## src/rtl/usb_dfu_reboot_ctrl_if.sv

```systemverilog
// ---------------------------------------------------------------------------
// usb_dfu_reboot_ctrl_if
//   Groups the DFU status inputs and the reboot/pull-up control outputs of
//   usb_dfu_reboot_ctrl into one bundle.
//
//   Signals
//     dfu_detach      1  level, high once the host has issued DFU_DETACH
//     dfu_state       8  DFU state code from usb_dfu_core
//     usb_reset       1  level, high while bus reset (long SE0) is seen
//     usb_pullup_en   1  1 = D+ pull-up enabled (device attached)
//     reboot_pending  1  high while a reboot is being sequenced
//     boot            1  warmboot trigger, latched
//     boot_image      2  warmboot image select, valid when boot=1
//
//   Modports
//     master  side that supplies DFU status and consumes the controls
//     slave   the reboot controller itself
// ---------------------------------------------------------------------------
interface usb_dfu_reboot_ctrl_if;
  logic       dfu_detach;
  logic [7:0] dfu_state;
  logic       usb_reset;
  logic       usb_pullup_en;
  logic       reboot_pending;
  logic       boot;
  logic [1:0] boot_image;

  modport master (
    output dfu_detach,
    output dfu_state,
    output usb_reset,
    input  usb_pullup_en,
    input  reboot_pending,
    input  boot,
    input  boot_image
  );

  modport slave (
    input  dfu_detach,
    input  dfu_state,
    input  usb_reset,
    output usb_pullup_en,
    output reboot_pending,
    output boot,
    output boot_image
  );
endinterface

```

## src/rtl/usb_dfu_reboot_ctrl.sv

```systemverilog
// ---------------------------------------------------------------------------
// usb_dfu_reboot_ctrl
//   Sequences the exit from the DFU bootloader: wait for a bus reset (or the
//   detach timeout), drop the D+ pull-up so the host sees a disconnect, then
//   raise a latched warmboot request selecting the application image.
//
//   Ports
//     clk_i    in   1  system clock, all logic on posedge
//     reset_i  in   1  synchronous, active-high
//     bus_if   slave modport of usb_dfu_reboot_ctrl_if (DFU status in,
//              pull-up / warmboot controls out)
//
//   State table
//     state          | meaning
//     ST_IDLE        | bootloader running, pull-up on, no reboot requested
//     ST_ARMED       | detach seen, waiting for bus reset or timeout
//     ST_DISCONNECT  | pull-up off for DISCONNECT_CYCLES clocks
//     ST_BOOT        | warmboot asserted, terminal until reset
// ---------------------------------------------------------------------------
module usb_dfu_reboot_ctrl #(
  parameter int unsigned TICKS_PER_MS      = 48000,
  parameter int unsigned DETACH_TIMEOUT_MS = 255,
  parameter int unsigned DISCONNECT_CYCLES = 480000,
  parameter logic [1:0]  APP_IMAGE         = 2'd1
) (
  input logic                  clk_i,
  input logic                  reset_i,
  usb_dfu_reboot_ctrl_if.slave bus_if
);

  localparam int TICK_W = $clog2(TICKS_PER_MS + 1);
  localparam int MS_W   = $clog2(DETACH_TIMEOUT_MS + 1);
  localparam int DISC_W = $clog2(DISCONNECT_CYCLES + 1);

  localparam logic [TICK_W-1:0] TICK_LAST = TICK_W'(TICKS_PER_MS - 1);
  localparam logic [MS_W-1:0]   MS_LAST   = MS_W'(DETACH_TIMEOUT_MS - 1);
  localparam logic [DISC_W-1:0] DISC_LAST = DISC_W'(DISCONNECT_CYCLES - 1);

  localparam logic [7:0] DFU_MANIFEST_WAIT_RESET = 8'd8;

  typedef enum logic [1:0] {
    ST_IDLE       = 2'd0,
    ST_ARMED      = 2'd1,
    ST_DISCONNECT = 2'd2,
    ST_BOOT       = 2'd3
  } state_e;

  state_e            state_q, state_d;
  logic [TICK_W-1:0] tick_cnt_q, tick_cnt_d;
  logic [MS_W-1:0]   ms_cnt_q, ms_cnt_d;
  logic [DISC_W-1:0] disc_cnt_q, disc_cnt_d;

  logic       pullup_q, pullup_d;
  logic       pending_q, pending_d;
  logic       boot_q, boot_d;
  logic [1:0] image_q, image_d;

  logic manifest_reset;
  logic tick_wrap;
  logic timeout_hit;

  assign manifest_reset = (bus_if.dfu_state == DFU_MANIFEST_WAIT_RESET) && bus_if.usb_reset;
  assign tick_wrap      = (tick_cnt_q == TICK_LAST);
  // Leave ARMED on the very edge at which ms_cnt would reach the timeout, so
  // the ARMED dwell is exactly DETACH_TIMEOUT_MS * TICKS_PER_MS cycles.
  assign timeout_hit    = tick_wrap && (ms_cnt_q == MS_LAST);

  always_comb begin
    state_d    = state_q;
    // Counters idle at zero outside their own state, which clears them on entry.
    tick_cnt_d = '0;
    ms_cnt_d   = '0;
    disc_cnt_d = '0;

    unique case (state_q)
      ST_IDLE: begin
        // Manifest path has priority over a simultaneous detach.
        if (manifest_reset) begin
          state_d = ST_DISCONNECT;
        end else if (bus_if.dfu_detach) begin
          state_d = ST_ARMED;
        end
      end
      ST_ARMED: begin
        if (tick_wrap) begin
          tick_cnt_d = '0;
          ms_cnt_d   = ms_cnt_q + MS_W'(1);
        end else begin
          tick_cnt_d = tick_cnt_q + TICK_W'(1);
          ms_cnt_d   = ms_cnt_q;
        end
        if (bus_if.usb_reset || timeout_hit) begin
          state_d = ST_DISCONNECT;
        end
      end
      ST_DISCONNECT: begin
        disc_cnt_d = disc_cnt_q + DISC_W'(1);
        if (disc_cnt_q == DISC_LAST) begin
          state_d = ST_BOOT;
        end
      end
      ST_BOOT: begin
        state_d = ST_BOOT;
      end
      default: begin
        state_d = ST_IDLE;
      end
    endcase

    // Outputs are registered from the next state so they track the state
    // register without an extra cycle of lag.
    pullup_d  = (state_d == ST_IDLE) || (state_d == ST_ARMED);
    pending_d = (state_d == ST_ARMED) || (state_d == ST_DISCONNECT);
    boot_d    = (state_d == ST_BOOT);
    image_d   = (state_d == ST_BOOT) ? APP_IMAGE : 2'd0;
  end

  always_ff @(posedge clk_i) begin
    if (reset_i) begin
      state_q    <= ST_IDLE;
      tick_cnt_q <= '0;
      ms_cnt_q   <= '0;
      disc_cnt_q <= '0;
      pullup_q   <= 1'b1;
      pending_q  <= 1'b0;
      boot_q     <= 1'b0;
      image_q    <= 2'd0;
    end else begin
      state_q    <= state_d;
      tick_cnt_q <= tick_cnt_d;
      ms_cnt_q   <= ms_cnt_d;
      disc_cnt_q <= disc_cnt_d;
      pullup_q   <= pullup_d;
      pending_q  <= pending_d;
      boot_q     <= boot_d;
      image_q    <= image_d;
    end
  end

  assign bus_if.usb_pullup_en  = pullup_q;
  assign bus_if.reboot_pending = pending_q;
  assign bus_if.boot           = boot_q;
  assign bus_if.boot_image     = image_q;

endmodule
```

## src/flat_wrapper.sv

```systemverilog
// flat-port wrapper written by rule: the top's interface ports become plain ports
module usb_dfu_reboot_ctrl_flat 
#(
  parameter int unsigned TICKS_PER_MS      = 48000,
  parameter int unsigned DETACH_TIMEOUT_MS = 255,
  parameter int unsigned DISCONNECT_CYCLES = 480000,
  parameter logic [1:0]  APP_IMAGE         = 2'd1
)
  (clk_i, reset_i, bus_if_dfu_detach, bus_if_dfu_state, bus_if_usb_reset, bus_if_usb_pullup_en, bus_if_reboot_pending, bus_if_boot, bus_if_boot_image);
  usb_dfu_reboot_ctrl_if bus_if_i ();
  input logic clk_i;
  input logic reset_i;
  input wire logic [$bits(bus_if_i.dfu_detach)-1:0] bus_if_dfu_detach;
  input wire logic [$bits(bus_if_i.dfu_state)-1:0] bus_if_dfu_state;
  input wire logic [$bits(bus_if_i.usb_reset)-1:0] bus_if_usb_reset;
  output wire logic [$bits(bus_if_i.usb_pullup_en)-1:0] bus_if_usb_pullup_en;
  output wire logic [$bits(bus_if_i.reboot_pending)-1:0] bus_if_reboot_pending;
  output wire logic [$bits(bus_if_i.boot)-1:0] bus_if_boot;
  output wire logic [$bits(bus_if_i.boot_image)-1:0] bus_if_boot_image;
  assign bus_if_i.dfu_detach = bus_if_dfu_detach;
  assign bus_if_i.dfu_state = bus_if_dfu_state;
  assign bus_if_i.usb_reset = bus_if_usb_reset;
  assign bus_if_usb_pullup_en = bus_if_i.usb_pullup_en;
  assign bus_if_reboot_pending = bus_if_i.reboot_pending;
  assign bus_if_boot = bus_if_i.boot;
  assign bus_if_boot_image = bus_if_i.boot_image;
  usb_dfu_reboot_ctrl #(.TICKS_PER_MS(TICKS_PER_MS), .DETACH_TIMEOUT_MS(DETACH_TIMEOUT_MS), .DISCONNECT_CYCLES(DISCONNECT_CYCLES), .APP_IMAGE(APP_IMAGE)) u_core (.clk_i(clk_i), .reset_i(reset_i), .bus_if(bus_if_i));
endmodule
```

## config.mk

```make
export PLATFORM = sky130hd
export DESIGN_NAME = usb_dfu_reboot_ctrl_flat
export DESIGN_NICKNAME = d
export VERILOG_FILES = /design/src/rtl/usb_dfu_reboot_ctrl_if.sv /design/src/rtl/usb_dfu_reboot_ctrl.sv /design/src/flat_wrapper.sv
export SDC_FILE = /design/constraint.sdc
export NUM_CORES = 1
export LEC_CHECK = 0
export CELL_PAD_IN_SITES_DETAIL_PLACEMENT = 1
export CELL_PAD_IN_SITES_GLOBAL_PLACEMENT = 1
export CORE_MARGIN = 2
export CORE_UTILIZATION = 47
export DETAILED_ROUTE_END_ITERATION = 6
export GPL_TIMING_DRIVEN = 0
export MAX_ROUTING_LAYER = met4
export PLACE_DENSITY = 0.83
export SYNTH_ARGS = -nofsm -noshare
export SYNTH_HDL_FRONTEND = slang
export SYNTH_SLANG_ARGS = --single-unit
```

## constraint.sdc

```tcl
create_clock -name clk_i -period 3.2 [get_ports clk_i]
set_input_delay 0.64 -clock clk_i [delete_from_list [all_inputs] [get_ports clk_i]]
set_output_delay 0.64 -clock clk_i [all_outputs]
set_load 0.05 [all_outputs]
```

# Yosys cells after proc, flatten, opt, wreduce, memory -nomap -nowiden
# Index checks and enable logic that the tools add are counted.
[word_totals]
ff_bits = 50
latch_bits = 0
mem_bits_rw = 0
rom_bits = 0
input_bits = 12
out_inout_bits = 5
wordCells = 39
mem_count = 0
[op_classes]
addsub = 3
multipliers = 0
div = 0
order_cmp = 0
n_eq_ne = 10
n_shift = 0
mux = 6
n_bitwise = 2
reduce_logical = 10
[ops]
columns = ["operator", "count"]
rows = [
  ["$add 19x1->19 const B", 1],
  ["$eq 19x19->1 const B", 1],
  ["$add 16x1->16 const B", 1],
  ["$eq 16x16->1 const B", 1],
  ["$add 8x1->8 const B", 1],
  ["$eq 2x2->1 const B", 4],
  ["$eq 8x4->1 const B", 1],
  ["$eq 8x8->1 const B", 1],
  ["$mux 2", 4],
  ["$pmux 2 s4", 1],
  ["$eq 2x1->1 const B", 2],
  ["$logic_not 2->1", 2],
  ["$reduce_or 2->1", 2],
  ["$logic_or 1x1->1", 3],
  ["$reduce_or 3->1", 1],
  ["$logic_and 1x1->1", 2],
  ["$not 1->1", 2],
  ["$mux 1", 1],
]

# Logic depth before layout (Yosys ltp)
[logic_depth]
depth_word = 7
depth_mapped = 8
depth_no_buf = 8

# Least setup slack after synthesis
# OpenSTA, ideal clock, no wires.
[synth_path]
kind = "input to register"
start = "input port bus_if_dfu_state[5]"
end = "register u_core.pullup_q (netlist: u_core.bus_if.usb_pullup_en)"
setup_time_ns = 0.127
arrival_time_ns = 1.967
t_required_ns = 3.073
slack_ns = 1.106
stages = 6
n_path_buf = 0
path_cell_list = "nor4b_1 > nand4b_1 > a21boi_0 > a21oi_1 > ha_1 > or3_1"
[synth_between]
elab_chain_cells = 6
word_cells_on_any_way = 7
cone_classes = "eq/ne (2); mux (2); reduce/logical (3)"
[synth_lines]
columns = ["element", "line", "text"]
rows = [
  ["start, declared", "flat_wrapper.sv:14", "input wire logic [$bits(bus_if_i.dfu_state)-1:0] bus_if_dfu_state;"],
  ["$eq 8x4->1 *", "usb_dfu_reboot_ctrl.sv:62", "assign manifest_reset = (bus_if.dfu_state == DFU_MANIFEST_WAIT_RESET) && bus_if.usb_reset;"],
  ["$logic_and 1x1->1 *", "usb_dfu_reboot_ctrl.sv:62", ""],
  ["$mux 2 *", "usb_dfu_reboot_ctrl.sv:78", "if (manifest_reset) begin"],
  ["$pmux 2 s4 *", "usb_dfu_reboot_ctrl.sv:75", "unique case (state_q)"],
  ["named net u_core.state_d[0]", "usb_dfu_reboot_ctrl.sv:48", "state_e state_q, state_d;"],
  ["$eq 2x1->1 or $logic_not 2->1 (tied branches)", "usb_dfu_reboot_ctrl.sv:112", "pullup_d = (state_d == ST_IDLE) || (state_d == ST_ARMED);"],
  ["$logic_or 1x1->1 *", "usb_dfu_reboot_ctrl.sv:112", ""],
  ["end signal, assigned", "usb_dfu_reboot_ctrl.sv:133", "pullup_q <= pullup_d;"],
  ["end, declared", "usb_dfu_reboot_ctrl.sv:53", "logic pullup_q, pullup_d;"],
]
# Mark *: on every way through the listed nets, which the timed path passes. The rest lies on a longest branch.
# A chain may end at the register's enable or synchronous reset.

# Final worst setup path
# Ends and elaborated chain as after synthesis.

==> metrics.json <==
{
  "synthesis": {
    "syn_nets": 283,
    "dominant_combinational_cell_family_by_area_after_synthesis": "simple AND/OR/NAND/NOR gates",
    "syn_area_um2": 2290,
    "synthAdderAreaFrac_pct": 3.83,
    "synth_edf_count": 0,
    "synth.distinct_cells": 42,
    "synth_xor_area_share_pct": 9.95,
    "synth-simple-area-share_pct": 30.8,
    "synth_area_in_compound_gates_pct": 7.92,
    "syn_avg_cell_area_um2": 8.67,
    "ys_async_rst_share_pct": 0,
    "number_of_instances_in_the_synthesized_netlist": 264,
    "synth.mux.area_fraction_pct": 1.75,
    "yosys_register_bits": 48,
    "seq_area_frac_synth_pct": 42.0,
    "dominantRegCellSynth": "dfxtp_1",
    "yosysWarningCount": 0
  },
  "critical_path": {
    "r2r_start": "u_core.tick_cnt_q[0]",
    "startpoint_type": "input port",
    "cp.required_ps": 3390,
    "setup.reg_to_reg.worst_slack_ps": 920,
    "cp_top_family": "simple AND/OR/NAND/NOR gates",
    "crit_fanout": 3,
    "critical_path_buf_inv_count": 1,
    "worstSetupPathDepth": 7,
    "critical_path.reg2reg.endpoint": "u_core.bus_if.usb_pullup_en",
    "setup.worst_path.end_class": "register",
    "path_class": "input port to register",
    "worst-r2r-cell-count": 7,
    "critical-path-slowest-cell": "clkdlybuf4s50_1",
    "critPathCapture": "u_core.bus_if.usb_pullup_en",
    "crit_start": "bus_if_dfu_state[5]",
    "crit_path_cell_trace": "clkdlybuf4s50_1 -> nor4b_1 -> nand4b_1 -> a21boi_0 -> a21oi_1 -> ha_1 -> or3_1",
    "timing.critical_path.slowest_cell_delay_ps": 400,
    "worstPathArrival_ps": 2590
  },
  "drt": {
    "drt_pass1_iterations": 4,
    "vias_per_cell": 5.31,
    "wl_per_cell_um": 13.7,
    "detail-route-antenna-nets": 0,
    "routed_wl_mm": 4.85,
    "drc_violation_count_after_routing": 0,
    "via_count": 1873,
    "first_iter_violations": 84
  },
  "die": {
    "core_region_area_um2": 4720,
    "std_cell_rows": 25,
    "floorplan.initialDensity_pct": 48.5,
    "floorplan.die.height_um": 73.8,
    "dieArea_um2": 5450,
    "die_w_um": 73.8,
    "io-pin-count": 17
  },
  "sta": {
    "worst-slew-pin-transition_ps": 596,
    "skew_ps": 5.72,
    "setup_viol": 0,
    "hold_violations": 0,
    "share_of_the_clock_period_used_by_the_worst_path_after_layout_pct": 75.0,
    "drv_slew": 0,
    "timing.fmax_mhz": 417,
    "slew-limit-headroom_pct": 59.9,
    "rsz0062_at_grt": "no",
    "timing.setup.tns_ps": 0,
    "final.min_clock_period_ps": 2400
  },
  "clock_tree": {
    "cts_resized": 0,
    "clk_latency_ps": 300,
    "cts-htree-levels": 2,
    "cts-root-to-sink-buffers": 2,
    "clockRootBuffer": "clkbuf_8",
    "numClockSinks": 48,
    "cts_setup_buffers": 0,
    "clkTransAtPathRegs_ps": 80,
    "cts_buffers": 5,
    "cts.hold.buffers_added": 0,
    "cts_tree": "yes"
  },
  "grt": {
    "use_met1_pct": 24.7,
    "number_of_global_route_vias_before_repair": 1779,
    "first_pass_grt_wire_length_mm": 8.05,
    "grt_most_used_layer": "met2",
    "grtUsageTotal_pct": 19.7,
    "grt_overflow": 0,
    "use_met3_pct": 4.94,
    "gr-usage-met2_pct": 31.5,
    "antenna_found_initial": 0,
    "largest_net_degree_at_the_start_of_global_routing": 14
  },
  "min_path": {
    "path_class_of_the_lowest_slack_min_delay_path": "register to register"
  },
  "flow_run": {
    "max-cap-violations": 0
  },
  "final_layout": {
    "number_of_nets_at_the_end_of_the_flow": 305,
    "area.growth.synth_to_final_pct": 14.4,
    "ratio_of_cells_with_drive_above_1_in_the_final_layout_pct": 7.69,
    "number_of_standard_cells_in_the_layout_taps_in_and_fillers_out": 353,
    "finalCoreUtilization_pct": 55.5,
    "antenna_cells_inserted": 0,
    "n_fill_cell": 565
  },
  "placed_design": {
    "dpl.cell_count": 346,
    "routabilityCongestion": 0.778,
    "buffers_on_ports": 15,
    "place_hpwl_mm": 3.51
  },
  "power_and_ir_drop": {
    "ir_worst_vdd_mv": 0.280,
    "power_density_nw_per_um2": 446,
    "finalPower_mw": 1.17,
    "p_leak_nw": 0.817
  },
  "status": {
    "run_status": "finished clean"
  }
}
power by group:
part	switching, mW	internal [mW]
clock network	0.194	0.193
logic	0.0945	0.0649
registers	0.0115	0.612
worst min-delay path by stage:
stage | depth (start not counted) | end | from | slack [ps]
finish | 1 | u_core.disc_cnt_q[0] | u_core.disc_cnt_q[0] | 460
detailed placement | 1 | u_core.disc_cnt_q[0] | u_core.disc_cnt_q[0] | 450
global route | 1 | u_core.tick_cnt_q[0] | u_core.tick_cnt_q[0] | 490
CTS | 1 | u_core.disc_cnt_q[0] | u_core.disc_cnt_q[0] | 470
global placement | 1 | u_core.disc_cnt_q[0] | u_core.disc_cnt_q[0] | 440
floorplan | 1 | u_core.disc_cnt_q[0] | u_core.disc_cnt_q[0] | 420
layout make-up:
| class | instances | area (µm²) | share of cell area [%] |
|---|---|---|---|
| multi-input combinational | 198 | 1250 | 47.6 |
| sequential | 48 | 961 | 36.7 |
| timing repair buffer | 15 | 150 | 5.73 |
| clock buffer | 7 | 96.3 | 3.68 |
| tap | 67 | 83.8 | 3.20 |
| buffer | 9 | 48.8 | 1.86 |
| inverter | 9 | 33.8 | 1.29 |
logic make-up (layout without fill, tap and decap cells):
logic type,after synthesis,after routing
mux,4,4
flops,48,48
other cells,1,1
xor+xnor,26,26
simple gates,130,130
buf+inv,18,40
fa+ha+maj,7,7
compound gates,30,30
cell usage after synthesis, drive strengths merged (3+ instances only):
cell type	number	share of area, %
a21oi	11	2.4
and4	3	1.1
or4	4	1.5
xor2	12	4.6
mux2i	4	1.7
and3	4	1.1
and2	4	1.1
dfxtp	48	42
ha	7	3.8
buf	6	1.6
nand2b	4	1.1
o21ai	8	1.9
nand2	17	2.8
or3	5	1.4
nand3	13	3.1
inv	9	1.5
nor4	6	1.9
o21a	4	1.3
nor2	35	5.7
xnor2	14	5.4
nor3	10	2.2
clkbuf	3	0.49
nand4	15	4.4
nand4b	3	1.1
routing by layer:
metal / routed length, µm / vias to the layer above
met5: 0 / -
li1: - / 965
met4: 57 / 0
met1: 2370 / 877
met3: 191 / 7
met2: 2230 / 24
stage by stage:
step / worst slack [ps] / hold slack, ps / cell area, µm²
3_3_place_gp: 522 / 437 / 2520
6_report: 799 / 460 / 2620
3_5_place_dp: 468 / 445 / 2520
5_1_grt: 685 / 487 / 2620
2_1_floorplan: 1110 / 421 / 2290
4_1_cts: 806 / 466 / 2620
flip-flops by register name, indices dropped and copies added, names as in the netlist:
| name | flops |
|---|---|
| u_core.disc_cnt_q | 19 |
| u_core.tick_cnt_q | 16 |
| u_core.ms_cnt_q | 8 |
| u_core.state_q | 2 |
| u_core.bus_if.boot | 1 |
| u_core.bus_if.reboot_pending | 1 |
| u_core.bus_if.usb_pullup_en | 1 |
cell usage in the layout (no fill, tap or decap), types with 4 or more instances in the layout:
master	Yosys	layout
nand2_1	17	17
o21a_1	4	4
nor4_1	5	5
inv_1	9	9
dfxtp_1	48	48
ha_1	7	7
clkdlybuf4s50_1	0	15
o21ai_0	6	6
nor3_1	10	10
nand2b_1	4	4
mux2i_1	4	4
a21oi_1	11	11
and2_1	4	4
nor2_1	35	35
xor2_1	12	12
and3_1	4	4
clkbuf_8	0	7
nand4_1	14	14
or3_1	5	5
xnor2_1	14	14
nand3_1	12	12
No activity file was read; power rests on OpenSTA's default activity.
==> RTL change 1: new RTL, same flow settings <==
Compare `ms_cnt_q` against `MS_LAST` with >= in place of ==.
--- a/src/rtl/usb_dfu_reboot_ctrl.sv
+++ b/src/rtl/usb_dfu_reboot_ctrl.sv
@@ -64,5 +64,5 @@
   // Leave ARMED on the very edge at which ms_cnt would reach the timeout, so
   // the ARMED dwell is exactly DETACH_TIMEOUT_MS * TICKS_PER_MS cycles.
-  assign timeout_hit    = tick_wrap && (ms_cnt_q == MS_LAST);
+  assign timeout_hit    = tick_wrap && (ms_cnt_q >= MS_LAST);
 
   always_comb begin
Function: same outputs for any inputs over 10 cycles, from zero or initial values and one cycle with reset_i high; that may be too few to reach the edited logic, so the function may still have changed.
==> RTL change 1 against the original RTL <==
- wire length is 2.2% lower
- synthesized area is 2.0% lower
- worst setup slack worse by 0.35 ns
- design area is 2.6% lower
- sequential cell count stayed put
- power is 6.7% lower
- clock power is 4% lower
- register-to-register slack worse by 0.47 ns
- critical path type is now register to register
- largest cell class unchanged
==> RTL change 1: results <==
# TYPE chip_impl_metric gauge
chip_impl_info{name="outcome",value="finished, final reports clean"} 1
chip_impl_metric{name="initialDrtViolationCount",unit=""} 76
chip_impl_info{name="yosys-top-cells-count",value="48 x dfxtp_1, 27 x nor2_1, 20 x nand2_1"} 1
chip_impl_metric{name="pg_comb",unit="uW"} 106
chip_impl_metric{name="design.final.nets",unit=""} 299
chip_impl_info{name="min-delay-start",value="u_core.ms_cnt_q[6]$_SDFFE_PP0P_"} 1
chip_impl_info{name="hold_end",value="u_core.ms_cnt_q[6]$_SDFFE_PP0P_"} 1
chip_impl_info{name="synth.top_cells.by_area",value="dfxtp_1 43%, xor2_1 6.6%, nor2_1 4.5%"} 1
chip_impl_metric{name="cpPeakStageDelay",unit="ns"} 0.59
chip_impl_metric{name="instances_no_fill",unit=""} 335
chip_impl_metric{name="critical_path_arrival",unit="ns"} 2.94
chip_impl_metric{name="post_synth_xor_area_fraction",unit="%"} 8.584
chip_impl_metric{name="fillers",unit=""} 557
chip_impl_metric{name="regToRegSetupSlack",unit="ns"} 0.45
chip_impl_metric{name="finalWeightedCongestion",unit=""} 0.7987
chip_impl_metric{name="slew-limit-headroom",unit="%"} 62.03
chip_impl_metric{name="portion_of_total_power_attributed_to_sequential_cells",unit="%"} 56.3
chip_impl_metric{name="timing.hold.worst_path_depth",unit=""} 2
chip_impl_metric{name="power.static_leakage",unit="nW"} 0.8399
chip_impl_metric{name="hpwlAfterDp",unit="microns"} 3493
chip_impl_info{name="critical_path_class",value="register to register"} 1
chip_impl_metric{name="placedCellCount",unit=""} 327
chip_impl_metric{name="grt_pass1_vias",unit=""} 1907
chip_impl_metric{name="power.clock.fraction",unit="%"} 34.0
chip_impl_metric{name="groute.usage.overall",unit="%"} 20.31
chip_impl_metric{name="vdd_ir_max",unit="mV"} 0.1952
chip_impl_metric{name="critical_path.max_fanout",unit=""} 6
chip_impl_metric{name="synth.net_count",unit=""} 277
chip_impl_metric{name="globalRouteMet3Util",unit="%"} 3.729
chip_impl_info{name="crit_slowest_cell",value="or4_4"} 1
chip_impl_metric{name="synthMuxAreaShare",unit="%"} 2.230
chip_impl_metric{name="switching_share",unit="%"} 24.19
chip_impl_metric{name="synth-compound-area-share",unit="%"} 7.079
chip_impl_metric{name="grt_use_met1",unit="%"} 24.29
chip_impl_metric{name="gr-usage-met2",unit="%"} 33.53
chip_impl_metric{name="grt_pass1_wl",unit="microns"} 8321
chip_impl_metric{name="avgRoutedWirePerCell",unit="microns"} 14.14
## RTL change 1: per-stage QoR
stage               setup WS (ns)  hold slack [ns]  instance area (sq um)
floorplan                  0.8205           0.4261                   2245
global placement           0.4607           0.4431                   2462
detailed placement         0.4196           0.4580                   2462
CTS                        0.4167           0.4697                   2552
global route               0.1365           0.4858                   2552
finish                     0.4490           0.4679                   2552
## RTL change 1: area by class of cell
class	instances	share of cell area, %
inverters	8	1.176
clock buffers	8	3.529
repair buffers	15	5.882
flip-flops and latches	48	37.65
plain buffers	10	2.108
multi-input cells	192	47.01
well taps	54	2.647
## RTL change 1: per-layer routing
| layer | vias to the layer above | share of wire (%) |
|---|---|---|
| li1 | 954 | - |
| met4 | 0 | 1.6 |
| met1 | 884 | 47 |
| met3 | 7 | 3.1 |
| met5 | - | 0 |
| met2 | 21 | 48 |
## RTL change 1: worst min-delay path, cell delays in order (launching register included)
cell	delay [ns]
dfxtp_1	0.32
nand2_1	0.05
mux2i_1	0.06
==> RTL change 2: new RTL, same flow settings <==
Without the edit above. `DETACH_TIMEOUT_MS` is set to 255 in 2 places; all go to 510.
--- a/src/rtl/usb_dfu_reboot_ctrl.sv
+++ b/src/rtl/usb_dfu_reboot_ctrl.sv
@@ -20,5 +20,5 @@
 module usb_dfu_reboot_ctrl #(
   parameter int unsigned TICKS_PER_MS      = 48000,
-  parameter int unsigned DETACH_TIMEOUT_MS = 255,
+  parameter int unsigned DETACH_TIMEOUT_MS = 510,
   parameter int unsigned DISCONNECT_CYCLES = 480000,
   parameter logic [1:0]  APP_IMAGE         = 2'd1
--- a/src/flat_wrapper.sv
+++ b/src/flat_wrapper.sv
@@ -3,5 +3,5 @@
 #(
   parameter int unsigned TICKS_PER_MS      = 48000,
-  parameter int unsigned DETACH_TIMEOUT_MS = 255,
+  parameter int unsigned DETACH_TIMEOUT_MS = 510,
   parameter int unsigned DISCONNECT_CYCLES = 480000,
   parameter logic [1:0]  APP_IMAGE         = 2'd1
Check against the original RTL: no difference found for any inputs over 10 cycles, from zero or initial values and one cycle with reset_i high; that may be too few to reach the edited logic, so the function may still have changed.
==> RTL change 2 against the original RTL <==
- worst setup slack lost 0.12 ns
- maximum frequency down 4.7%
- utilization is 1.1 points higher
- non-clock buffer count is 4 higher
- power rose by 1.8%
- count of clock-buffer cells in the layout stayed put
- global-route usage increased by 1.5 points
- combinational power decreased by 33%
- wire length up 4.7%
- design area is 3.3% higher
- synthesized area grew 3.0%
- sequential cell count increased by 1
- cell count up 1.4%
- largest power group unchanged
==> RTL change 2: results <==
# TYPE chip_impl_metric gauge
chip_impl_metric{name="groute.usage.overall",unit="%"} 21.26
chip_impl_metric{name="design.final.nets",unit=""} 309
chip_impl_metric{name="pre_cts_ws",unit="ns"} 0.4704
chip_impl_metric{name="fillers",unit=""} 584
chip_impl_metric{name="grt_pass1_vias",unit=""} 1976
chip_impl_metric{name="vias",unit=""} 1945
chip_impl_metric{name="firstDrtPassIters",unit=""} 4
chip_impl_metric{name="layout_cells_sized_above_1",unit="%"} 7.216
chip_impl_metric{name="antenna_found_initial",unit=""} 0
chip_impl_metric{name="routed_wl",unit="microns"} 5072
chip_impl_info{name="synth.top_cells.by_area",value="dfxtp_1 42%, xor2_1 5.9%, nor2_1 4.3%"} 1
chip_impl_metric{name="synth.lib_cells_used.distinct",unit=""} 41
chip_impl_metric{name="vdd_ir_max",unit="mV"} 0.3321
chip_impl_metric{name="critical_path.max_fanout",unit=""} 7
chip_impl_metric{name="synth_sequential_area_ratio",unit="%"} 41.61
chip_impl_metric{name="finalClockSkew",unit="ns"} 0.009325
chip_impl_metric{name="post_dp_cell_area",unit="sq um"} 2591
chip_impl_info{name="yosys-top-cells-count",value="49 x dfxtp_1, 27 x nor2_1, 25 x nand2_1"} 1
chip_impl_info{name="largest_registers",value="u_core.disc_cnt_q x19, u_core.tick_cnt_q x16, u_core.ms_cnt_q x9"} 1
chip_impl_metric{name="grt_pass1_wl",unit="microns"} 8914
chip_impl_info{name="outcome",value="finished, final reports clean"} 1
chip_impl_metric{name="cts.htree.levels",unit=""} 2
chip_impl_metric{name="ys_async_sr_fraction",unit="%"} 0
chip_impl_metric{name="hpwlAfterDp",unit="microns"} 3752
chip_impl_metric{name="synth.net_count",unit=""} 287
chip_impl_metric{name="slew-limit-headroom",unit="%"} 63.20
chip_impl_metric{name="finalWeightedCongestion",unit=""} 0.7573
chip_impl_metric{name="critical_path_arrival",unit="ns"} 2.71
chip_impl_metric{name="post_cts.repair.setup_buffers",unit=""} 0
chip_impl_metric{name="pin_count_of_the_biggest_net_entering_global_routing",unit=""} 15
chip_impl_metric{name="initialDrtViolationCount",unit=""} 78
chip_impl_metric{name="power.static_leakage",unit="nW"} 0.8635
RTL change 2: routing by layer:
| layer | vias to the layer above | share of wire (%) | track usage, % |
|---|---|---|---|
| met2 | 14 | 52 | 35.96 |
| met4 | 0 | 0.61 | 5.952 |
| li1 | 991 | - | - |
| met3 | 2 | 1.8 | 4.819 |
| met1 | 938 | 46 | 25.35 |
| met5 | - | 0 | - |
RTL change 2: where the power goes:
part,switching (mW),internal [mW]
registers,0.00863,0.619
clock network,0.201,0.255
logic,0.0623,0.0445
RTL change 2: final timing paths:
path / startpoint / to / slack, ns / depth (start not counted)
worst min register to register: u_core.disc_cnt_q[0]$_SDFF_PP0_ / u_core.disc_cnt_q[0]$_SDFF_PP0_ / 0.47 / 1
worst max-delay path: u_core.tick_cnt_q[0]$_SDFF_PP0_ / u_core.bus_if.usb_pullup_en$_SDFF_PP1_ / 0.68 / 8
worst min-delay path: u_core.disc_cnt_q[0]$_SDFF_PP0_ / u_core.disc_cnt_q[0]$_SDFF_PP0_ / 0.47 / 1
worst max register to register: u_core.tick_cnt_q[0]$_SDFF_PP0_ / u_core.bus_if.usb_pullup_en$_SDFF_PP1_ / 0.68 / 8
RTL change 2: stage by stage:
stage,hold WS (ns),cells,util (%)
after floorplan,0.4257,268,-
after global placement,0.4432,350,54.14
after detailed placement,0.4531,350,54.14
after CTS,0.4724,358,56.58
after global routing,0.4994,358,56.58
final,0.4692,358,56.58
RTL change 2: cells by family after synthesis:
family | Yosys count | synth area share (%)
muxes | 6 | 2.548
buffers and inverters | 19 | 4.034
DFF | 49 | 41.61
xor gates and xnor gates | 22 | 8.174
AOI/OAI and AO/OA | 29 | 7.537
and+or+nand+nor | 135 | 32.22
adders and majority gates | 7 | 3.715
other | 1 | 0.1591
RTL change 2: final cells by class:
| type | count | share of cell area [%] |
|---|---|---|
| plain buffers | 13 | 2.680 |
| clock buffers | 7 | 3.189 |
| clock inverters | 1 | 1.109 |
| inverters | 6 | 0.8318 |
| multi-input cells | 200 | 47.32 |
| flip-flops and latches | 49 | 36.23 |
| well taps | 67 | 3.096 |
| repair buffers | 15 | 5.545 |
RTL change 2: worst max-delay path, stage by stage, from the launching register on:
cell,delay [ns]
dfxtp_1,0.38
ha_1,0.21
and3_1,0.16
buf_4,0.16
nand3_2,0.14
o31ai_1,0.53
nand3_1,0.24
ha_1,0.26
or3_1,0.33
